### config.mk
export PLATFORM = sky130hd
export DESIGN_NAME = serial_frame_aligner
export DESIGN_NICKNAME = d
export VERILOG_FILES = /design/src/rtl/serial_frame_aligner.sv
export SDC_FILE = /design/constraint.sdc
export NUM_CORES = 1
export LEC_CHECK = 0
export ABC_CLOCK_PERIOD_IN_PS = 3700
export CORE_MARGIN = 3
export CORE_UTILIZATION = 50
export DETAILED_ROUTE_END_ITERATION = 7
export GPL_ROUTABILITY_DRIVEN = 0
export PLACE_DENSITY = 0.72
export SYNTH_ARGS = -nofsm -noshare
export SYNTH_HDL_FRONTEND = slang
export SYNTH_SLANG_ARGS = --single-unit
### constraint.sdc
create_clock -name i_clk -period 3.7 [get_ports i_clk]
set_clock_uncertainty 0.05 [all_clocks]
set_input_delay 0.74 -clock i_clk [delete_from_list [all_inputs] [get_ports i_clk]]
set_output_delay 0.74 -clock i_clk [all_outputs]
set_load 0.02 [all_outputs]
### src/rtl/serial_frame_aligner.sv
// Byte-boundary aligner: hunts for SYNC in the deserialiser window, captures
// FRAME_LEN payload bytes per frame with flywheel tolerance, and queues them in a small FIFO.
module serial_frame_aligner #(
  parameter logic [7:0] SYNC       = 8'h47,
  parameter int         FRAME_LEN  = 4,
  parameter int         MISS_MAX   = 3,
  parameter int         FIFO_DEPTH = 4
) (
  input  logic       i_clk,
  input  logic       i_rst,
  input  logic [7:0] i_data,
  output logic [7:0] o_byte,
  output logic       o_first,
  output logic       o_valid,
  input  logic       i_ready,
  output logic       o_locked,
  output logic       o_overflow
);
  localparam int AW = $clog2(FIFO_DEPTH);

  typedef enum logic {HUNT = 1'b0, LOCKED = 1'b1} state_t;

  state_t      state_q, state_d;
  logic [2:0]  bit_cnt_q, bit_cnt_d;
  logic [7:0]  byte_cnt_q, byte_cnt_d;
  logic [3:0]  miss_cnt_q, miss_cnt_d;
  logic        push, push_first;
  logic        sync_hit, sync_slot;

  logic [8:0]  mem_q [FIFO_DEPTH];
  logic [AW:0] wr_q, wr_d, rd_q, rd_d;
  logic [7:0]  head_byte_q, head_byte_d;
  logic        head_first_q, head_first_d;
  logic        overflow_q, overflow_d;
  logic        empty, full, pop, push_ok;

  assign sync_hit  = (i_data == SYNC);
  assign sync_slot = (byte_cnt_q == 8'(FRAME_LEN));

  always_ff @(posedge i_clk or posedge i_rst) begin
    if (i_rst) begin
      state_q    <= HUNT;
      bit_cnt_q  <= '0;
      byte_cnt_q <= '0;
      miss_cnt_q <= '0;
    end else begin
      state_q    <= state_d;
      bit_cnt_q  <= bit_cnt_d;
      byte_cnt_q <= byte_cnt_d;
      miss_cnt_q <= miss_cnt_d;
    end
  end

  // The byte boundary is the edge on which bit_cnt wraps, eight edges after the sync match.
  always_comb begin
    state_d    = state_q;
    bit_cnt_d  = bit_cnt_q;
    byte_cnt_d = byte_cnt_q;
    miss_cnt_d = miss_cnt_q;
    push       = 1'b0;
    push_first = 1'b0;
    case (state_q)
      HUNT: begin
        if (sync_hit) begin
          state_d    = LOCKED;
          bit_cnt_d  = '0;
          byte_cnt_d = '0;
          miss_cnt_d = '0;
        end
      end
      LOCKED: begin
        bit_cnt_d = bit_cnt_q + 3'd1;
        if (bit_cnt_q == 3'd7) begin
          if (!sync_slot) begin
            push       = 1'b1;
            push_first = (byte_cnt_q == 8'd0);
            byte_cnt_d = byte_cnt_q + 8'd1;
          end else begin
            byte_cnt_d = '0;
            if (sync_hit) begin
              miss_cnt_d = '0;
            end else begin
              miss_cnt_d = miss_cnt_q + 4'd1;
              if (miss_cnt_d == 4'(MISS_MAX)) state_d = HUNT;
            end
          end
        end
      end
      default: state_d = HUNT;
    endcase
  end

  always_comb begin
    o_locked = (state_q == LOCKED);
  end

  assign empty   = (wr_q == rd_q);
  assign full    = (wr_q[AW-1:0] == rd_q[AW-1:0]) && (wr_q[AW] != rd_q[AW]);
  assign pop     = !empty && i_ready;
  assign push_ok = push && (!full || pop);

  // Head registers look ahead at the post-edge FIFO so a push into an empty FIFO shows next cycle.
  always_comb begin
    wr_d         = wr_q + {{AW{1'b0}}, push_ok};
    rd_d         = rd_q + {{AW{1'b0}}, pop};
    overflow_d   = push && full && !pop;
    head_byte_d  = head_byte_q;
    head_first_d = head_first_q;
    if (wr_d != rd_d) begin
      if (push_ok && (rd_d[AW-1:0] == wr_q[AW-1:0])) begin
        {head_first_d, head_byte_d} = {push_first, i_data};
      end else begin
        {head_first_d, head_byte_d} = mem_q[rd_d[AW-1:0]];
      end
    end
  end

  always_ff @(posedge i_clk) begin
    if (push_ok) mem_q[wr_q[AW-1:0]] <= {push_first, i_data};
  end

  always_ff @(posedge i_clk or posedge i_rst) begin
    if (i_rst) begin
      wr_q         <= '0;
      rd_q         <= '0;
      head_byte_q  <= '0;
      head_first_q <= 1'b0;
      overflow_q   <= 1'b0;
    end else begin
      wr_q         <= wr_d;
      rd_q         <= rd_d;
      head_byte_q  <= head_byte_d;
      head_first_q <= head_first_d;
      overflow_q   <= overflow_d;
    end
  end

  assign o_byte     = head_byte_q;
  assign o_first    = head_first_q;
  assign o_valid    = !empty;
  assign o_overflow = overflow_q;
endmodule

# Yosys cells after proc, flatten, opt, wreduce, memory -nomap -nowiden
# Memory sizes are Yosys's and may differ from the RTL's. A register that Yosys moved wholly into a read port is not among the register bits.
# Cells that the tools add are included.
[word_totals]
romBits = 0
latch_bits = 0
regBits = 23
output_inout_bits = 12
input_bits = 11
mem_count = 1
mem_bits_rw = 36
elab_cells = 62
[mem_list]
columns = ["memory", "words", "width", "read_ports", "rd_ports_with_merged_regs", "write_ports", "line_no", "source"]
rows = [
  ["mem_q", 4, 9, 1, 1, 1, "30", "logic [8:0] mem_q [FIFO_DEPTH];"],
]
[op_classes]
n_shift = 0
n_mux = 25
n_bitwise = 1
add_sub_neg = 5
eq_ne = 11
div_mod_pow = 0
order_cmp = 0
n_reduce_logical = 12
n_mul = 0
[ops]
columns = ["op", "n"]
rows = [
  ["$mux 8", 3],
  ["$mux 4", 4],
  ["$pmux 8 s2", 1],
  ["$mux 1", 13],
  ["$add 8x1->8 const B", 1],
  ["$eq 8x3->1 const B", 1],
  ["$eq 8x7->1 const B", 1],
  ["$logic_not 8->1", 1],
  ["$pmux 4 s2", 1],
  ["$add 3x1->3", 2],
  ["$pmux 3 s2", 1],
  ["$logic_and 1x1->1", 5],
  ["$add 4x1->4 const B", 1],
  ["$eq 4x2->1 const B", 1],
  ["$ne 2x1->1 const B", 2],
  ["$add 3x1->3 const B", 1],
  ["$eq 3x3->1", 1],
  ["$eq 3x3->1 const B", 1],
  ["$logic_not 1->1", 3],
  ["$mux 3", 1],
  ["$ne 3x3->1", 1],
  ["$reduce_and 3->1", 1],
  ["$eq 2x2->1", 1],
  ["$ne 2x2->1 const B", 1],
  ["other kinds (5)", 5],
]

# Logic depth before layout (Yosys ltp)
[logic_depth]
ltp_word = 7
depth_mapped = 13
depth_no_buf = 12

# Least setup slack after synthesis
# No wires, ideal clock.
[synth_path]
path_kind = "input port to flip-flop"
start = "input port i_ready"
end = "register head_byte_q[0], in the netlist o_byte[0], read port of mem_q"
path_buffers = 1
t_required_ps = 3513
setup_ps = 137
arrival_ps = 2545
cell_stages = 10
slack_ps = 968
path_cell_list = "nor4_2 nor2_1 ha_1 ha_1 xor2_1 xnor2_1 nand3_1 clkbuf_1 nor2_1 a21oi_1"
[synth_via]
elab_chain_cells = 5
word_cells_on_any_way = 6
cone_classes = "add/sub (2); eq/ne (1); reduce/logical (3)"
[synth_rtl]
columns = ["item", "line_no", "source"]
rows = [
  ["start: declaration", "15", "input logic i_ready,"],
  ["$logic_and 1x1->1", "99", "assign pop = !empty && i_ready;"],
  ["$logic_or 1x1->1", "100", "assign push_ok = push && (!full || pop);"],
  ["$logic_and 1x1->1", "100", ""],
  ["$add 3x1->3", "104", "wr_d = wr_q + {{AW{1'b0}}, push_ok};"],
  ["net wr_d[2]", "31", "logic [AW:0] wr_q, wr_d, rd_q, rd_d;"],
  ["$ne 3x3->1", "109", "if (wr_d != rd_d) begin"],
  ["end: declaration", "32", "logic [7:0] head_byte_q, head_byte_d;"],
]
# The timed path passes the listed nets, and every way through them passes these cells.
# A chain may end at the register's enable or synchronous reset.

# Worst setup path in the final report
[layout_path]
start = "register wr_q[1]"
end = "register head_byte_q[3], in the netlist o_byte[3], read port of mem_q"
[layout_via]
word_cells_on_any_way = 11
cone_classes = "add/sub (2); eq/ne (3); reduce/logical (6)"
[layout_rtl]
columns = ["item", "line_no", "source"]
rows = [
  ["start: declaration", "31", ""],
  ["start signal: assignment", "130", "wr_q <= wr_d;"],
  ["$eq 3x3->1 (*)", "97", "assign empty = (wr_q == rd_q);"],
  ["$logic_not 1->1 (*)", "99", ""],
  ["$logic_and 1x1->1 (*)", "99", ""],
  ["$add 3x1->3 (*)", "105", "rd_d = rd_q + {{AW{1'b0}}, pop};"],
  ["net rd_d[1]", "31", ""],
  ["$ne 3x3->1", "109", ""],
]
# The timed path passes the listed nets; every way through them passes the cells marked *.

==> flow_metrics.env <==
export IMPL_status="finished, final reports clean"
export IMPL_grt_pass1_wl_mm=9.315
export IMPL_ctsRootBufferMaster="clkbuf_8"
export IMPL_ys_types=40
export IMPL_core_rowCount=27
export IMPL_clk_path_buf_depth=2
export IMPL_fin_total_pwr_uw=3212
export IMPL_cts_setup_buffers=0
export IMPL_synth_compound_area_share_pct=5.495
export IMPL_cp_required_ns=3.87
export IMPL_areaGrowthSynthToFinish_pct=18.19
export IMPL_syn_inst=218
export IMPL_syn_area_per_cell_um2=14.10
export IMPL_holdWs_ns=0.4742
export IMPL_crit_fanout=9
export IMPL_clk_latency_ns=0.33
export IMPL_crit_arrival_ns=3.04
export IMPL_fin_crit_ns=2.878
export IMPL_viasPerCell=5.634
export IMPL_netlist_area_um2=3074
export IMPL_grt_pass1_vias=1889
export IMPL_cp_start_kind="flop"
export IMPL_overflow=0
export IMPL_rsz0062_at_grt="no"
export IMPL_die_x_um=84.41
export IMPL_grt_usage_pct=17.03
export IMPL_critPathMaxStageDelay_ns=0.58
export IMPL_dp_cells=313
export IMPL_cts_tree="yes"
export IMPL_port_buffers=22
export IMPL_drive_above_1_share_pct=16.41
export IMPL_setup_viol=0
export IMPL_synth_seq_area_share_pct=61.21
export IMPL_max_freq_mhz=347.5
export IMPL_fin_setup_tns_ns=0
export IMPL_synth_nets=239
export IMPL_totalWireLength_mm=5.525
export IMPL_core_area_um2=5709
export IMPL_p_per_area_nw_per_um2=884.1
export IMPL_ctsHoldBuffers=0
export IMPL_path_clk_slew_ns=0.08
export IMPL_synthAdderAreaFrac_pct=4.070
export IMPL_io_pins=23
export IMPL_cts_max_level=3
export IMPL_ctsResizeCount=0
export IMPL_max_cap_violations=0
export IMPL_drc=0
export IMPL_synth_area_mux_share_pct=10.87
export IMPL_finalMaxSlewViolations=0
export IMPL_fin_crit_sh_pct=77.78
export IMPL_antenna_found_initial=0
export IMPL_synth_seq_cells=68
export IMPL_finalHoldViolCount=0
export IMPL_worst_pin_slew_ns=0.8544
export IMPL_cp_slowest_cell="or3_1"
export IMPL_yosys_area_share_xor_xnor_pct=4.558
export IMPL_crit_chain="xor2_1 -> nor2_1 -> nand2_1 -> and2_1 -> ha_1 -> ha_1 -> xnor2_1 -> nand2_1 -> or3_1 -> mux2i_1 -> a21oi_1"
export IMPL_hold_class="flop to flop"
export IMPL_yosys_area_share_simple_pct=11.19
export IMPL_worstSetupPathType="flop to flop"
export IMPL_dr_pass1_iters=4
export IMPL_grt_max_degree=19
export IMPL_initial_core_util_pct=53.85
export IMPL_dieHeight_um=84.41
export IMPL_peakVddDrop_uv=571.2
export IMPL_drtIter0Drc=157
export IMPL_die_area_um2=7125
export IMPL_end_kind="flop"
export IMPL_drt_wirelength_per_cell_um=16.84
export IMPL_fin_cells=328
export IMPL_final_nets=273
export IMPL_vias=1848
export IMPL_yosysWarnings=0
export IMPL_place_hpwl_mm=3.651
export IMPL_ant_nets=0
export IMPL_cts_made_buffers=9
export IMPL_diodes=0
export IMPL_synth_top_family_by_area="simple AND/OR/NAND/NOR gates"
export IMPL_cts_sinks=68
export IMPL_maxSlewHeadroom_pct=42.52
export IMPL_leakagePower_uw=0.001447
[logic make-up after synthesis]
family,Yosys count
flip-flops,68
AND/OR/NAND/NOR,67
AO/OA/AOI/OAI,23
multiplexers,22
XOR/XNOR,16
buffers and inverters,12
adder cells (fa/ha/maj),10
[worst max-delay path: cells and delay by family, from the launching register on]
family,cells,cell delay (ns)
simple gates,5,1.02
fa+ha+maj,2,0.48
mux,1,0.25
xor+xnor,2,0.39
flops,1,0.49
compound gates,1,0.09
[synth_stat cells]
master	number	area share [%]
or4b_4	1	0.45
a21oi_1	9	1.5
buf_6	3	1.1
or3_1	1	0.20
inv_1	5	0.61
nand4b_1	1	0.28
o2bb2ai_4	1	0.90
clkbuf_1	1	0.12
edfxtp_1	36	35
nand3b_1	1	0.24
nor3_1	2	0.33
o21ai_0	7	1.1
and3_1	3	0.61
o31ai_1	1	0.24
nor3b_1	1	0.24
mux4_2	9	6.6
dfrtp_1	32	26
or4_4	1	0.37
nor4_2	1	0.41
nor4b_1	1	0.28
xor2_1	10	2.8
nor2_1	22	2.7
nand4_1	3	0.61
o21ai_2	1	0.28
or2_1	1	0.20
nand3_1	4	0.65
xnor2_1	6	1.7
and2_1	2	0.41
clkbuf_8	1	0.45
nand2_1	17	2.1
a31oi_1	1	0.20
nand2b_1	2	0.41
buf_2	2	0.33
o2bb2ai_1	2	0.57
mux2_2	1	0.37
o31ai_4	1	0.69
nor4_1	2	0.41
ha_1	10	4.1
nand3_2	1	0.33
mux2i_1	12	3.9
[final timing paths]
kind | startpoint | endpoint | slack [ns] | cells after the start
max | wr_q[1]$_DFF_PP0_ | o_byte[3]$_DFFE_PP0P_ | 0.82 | 11
min | rd_q[2]$_DFF_PP0_ | rd_q[2]$_DFF_PP0_ | 0.47 | 1
max reg2reg | wr_q[1]$_DFF_PP0_ | o_byte[3]$_DFFE_PP0P_ | 0.82 | 11
min reg2reg | rd_q[2]$_DFF_PP0_ | rd_q[2]$_DFF_PP0_ | 0.47 | 1
max in group asynchronous | i_rst | miss_cnt_q[3]$_DFFE_PP0P_ | 2.17 | 3
min in group asynchronous | i_rst | o_byte[3]$_DFFE_PP0P_ | 0.75 | 2
[cell type report]
class	instances	area, um2
Tap cell	72	90.09
Clock inverter	6	113.9
Clock buffer	9	123.9
Fill cell	436	2076
Multi-Input combinational cell	138	1125
Inverter	5	18.77
Sequential cell	68	1882
Timing Repair Buffer	30	280.3
[routing by layer]
metal	global-route usage, %	vias to the layer above	share of wire, %
li1	-	870	-
met1	22.85	918	44
met2	27.40	56	50
met3	3.435	4	5.4
met4	6.906	0	0.83
met5	0	-	0
[cell usage in the layout (no fill, tap or decap), types with 4 or more instances in the layout]
cell type | synthesis | layout
ha_1 | 10 | 10
xnor2_1 | 6 | 6
o21ai_0 | 7 | 7
nand2_1 | 17 | 17
xor2_1 | 10 | 10
clkbuf_8 | 1 | 9
inv_1 | 5 | 5
mux4_2 | 9 | 9
mux2i_1 | 12 | 12
buf_4 | 0 | 8
nor2_1 | 22 | 22
dfrtp_1 | 32 | 32
edfxtp_1 | 36 | 36
nand3_1 | 4 | 4
a21oi_1 | 9 | 9
clkdlybuf4s50_1 | 0 | 22
[through the flow]
stage / utilization (%) / area, um2 / setup WS (ns)
finish: 63.64 / 3633 / 0.8223
global route: 63.64 / 3633 / 0.5932
CTS: 63.64 / 3633 / 0.8314
detailed placement: 59.48 / 3396 / 0.5497
global placement: 59.48 / 3396 / 0.5850
floorplan: - / 3074 / 0.9683
[where the power goes]
group          total (uW)  internal, uW  switching, uW
clock network         721           445            276
registers            1040           965           73.6
logic                1450           676            776
total                3210          2090           1130
[flip-flops by register name, summed over array words and instances, names as in the netlist]
register	cells
byte_cnt_q	8
bit_cnt_q	3
o_first	1
o_overflow	1
wr_q	3
rd_q	3
mem_q	36
miss_cnt_q	4
o_byte	8
o_locked	1
No activity file was read; power rests on OpenSTA's default activity.
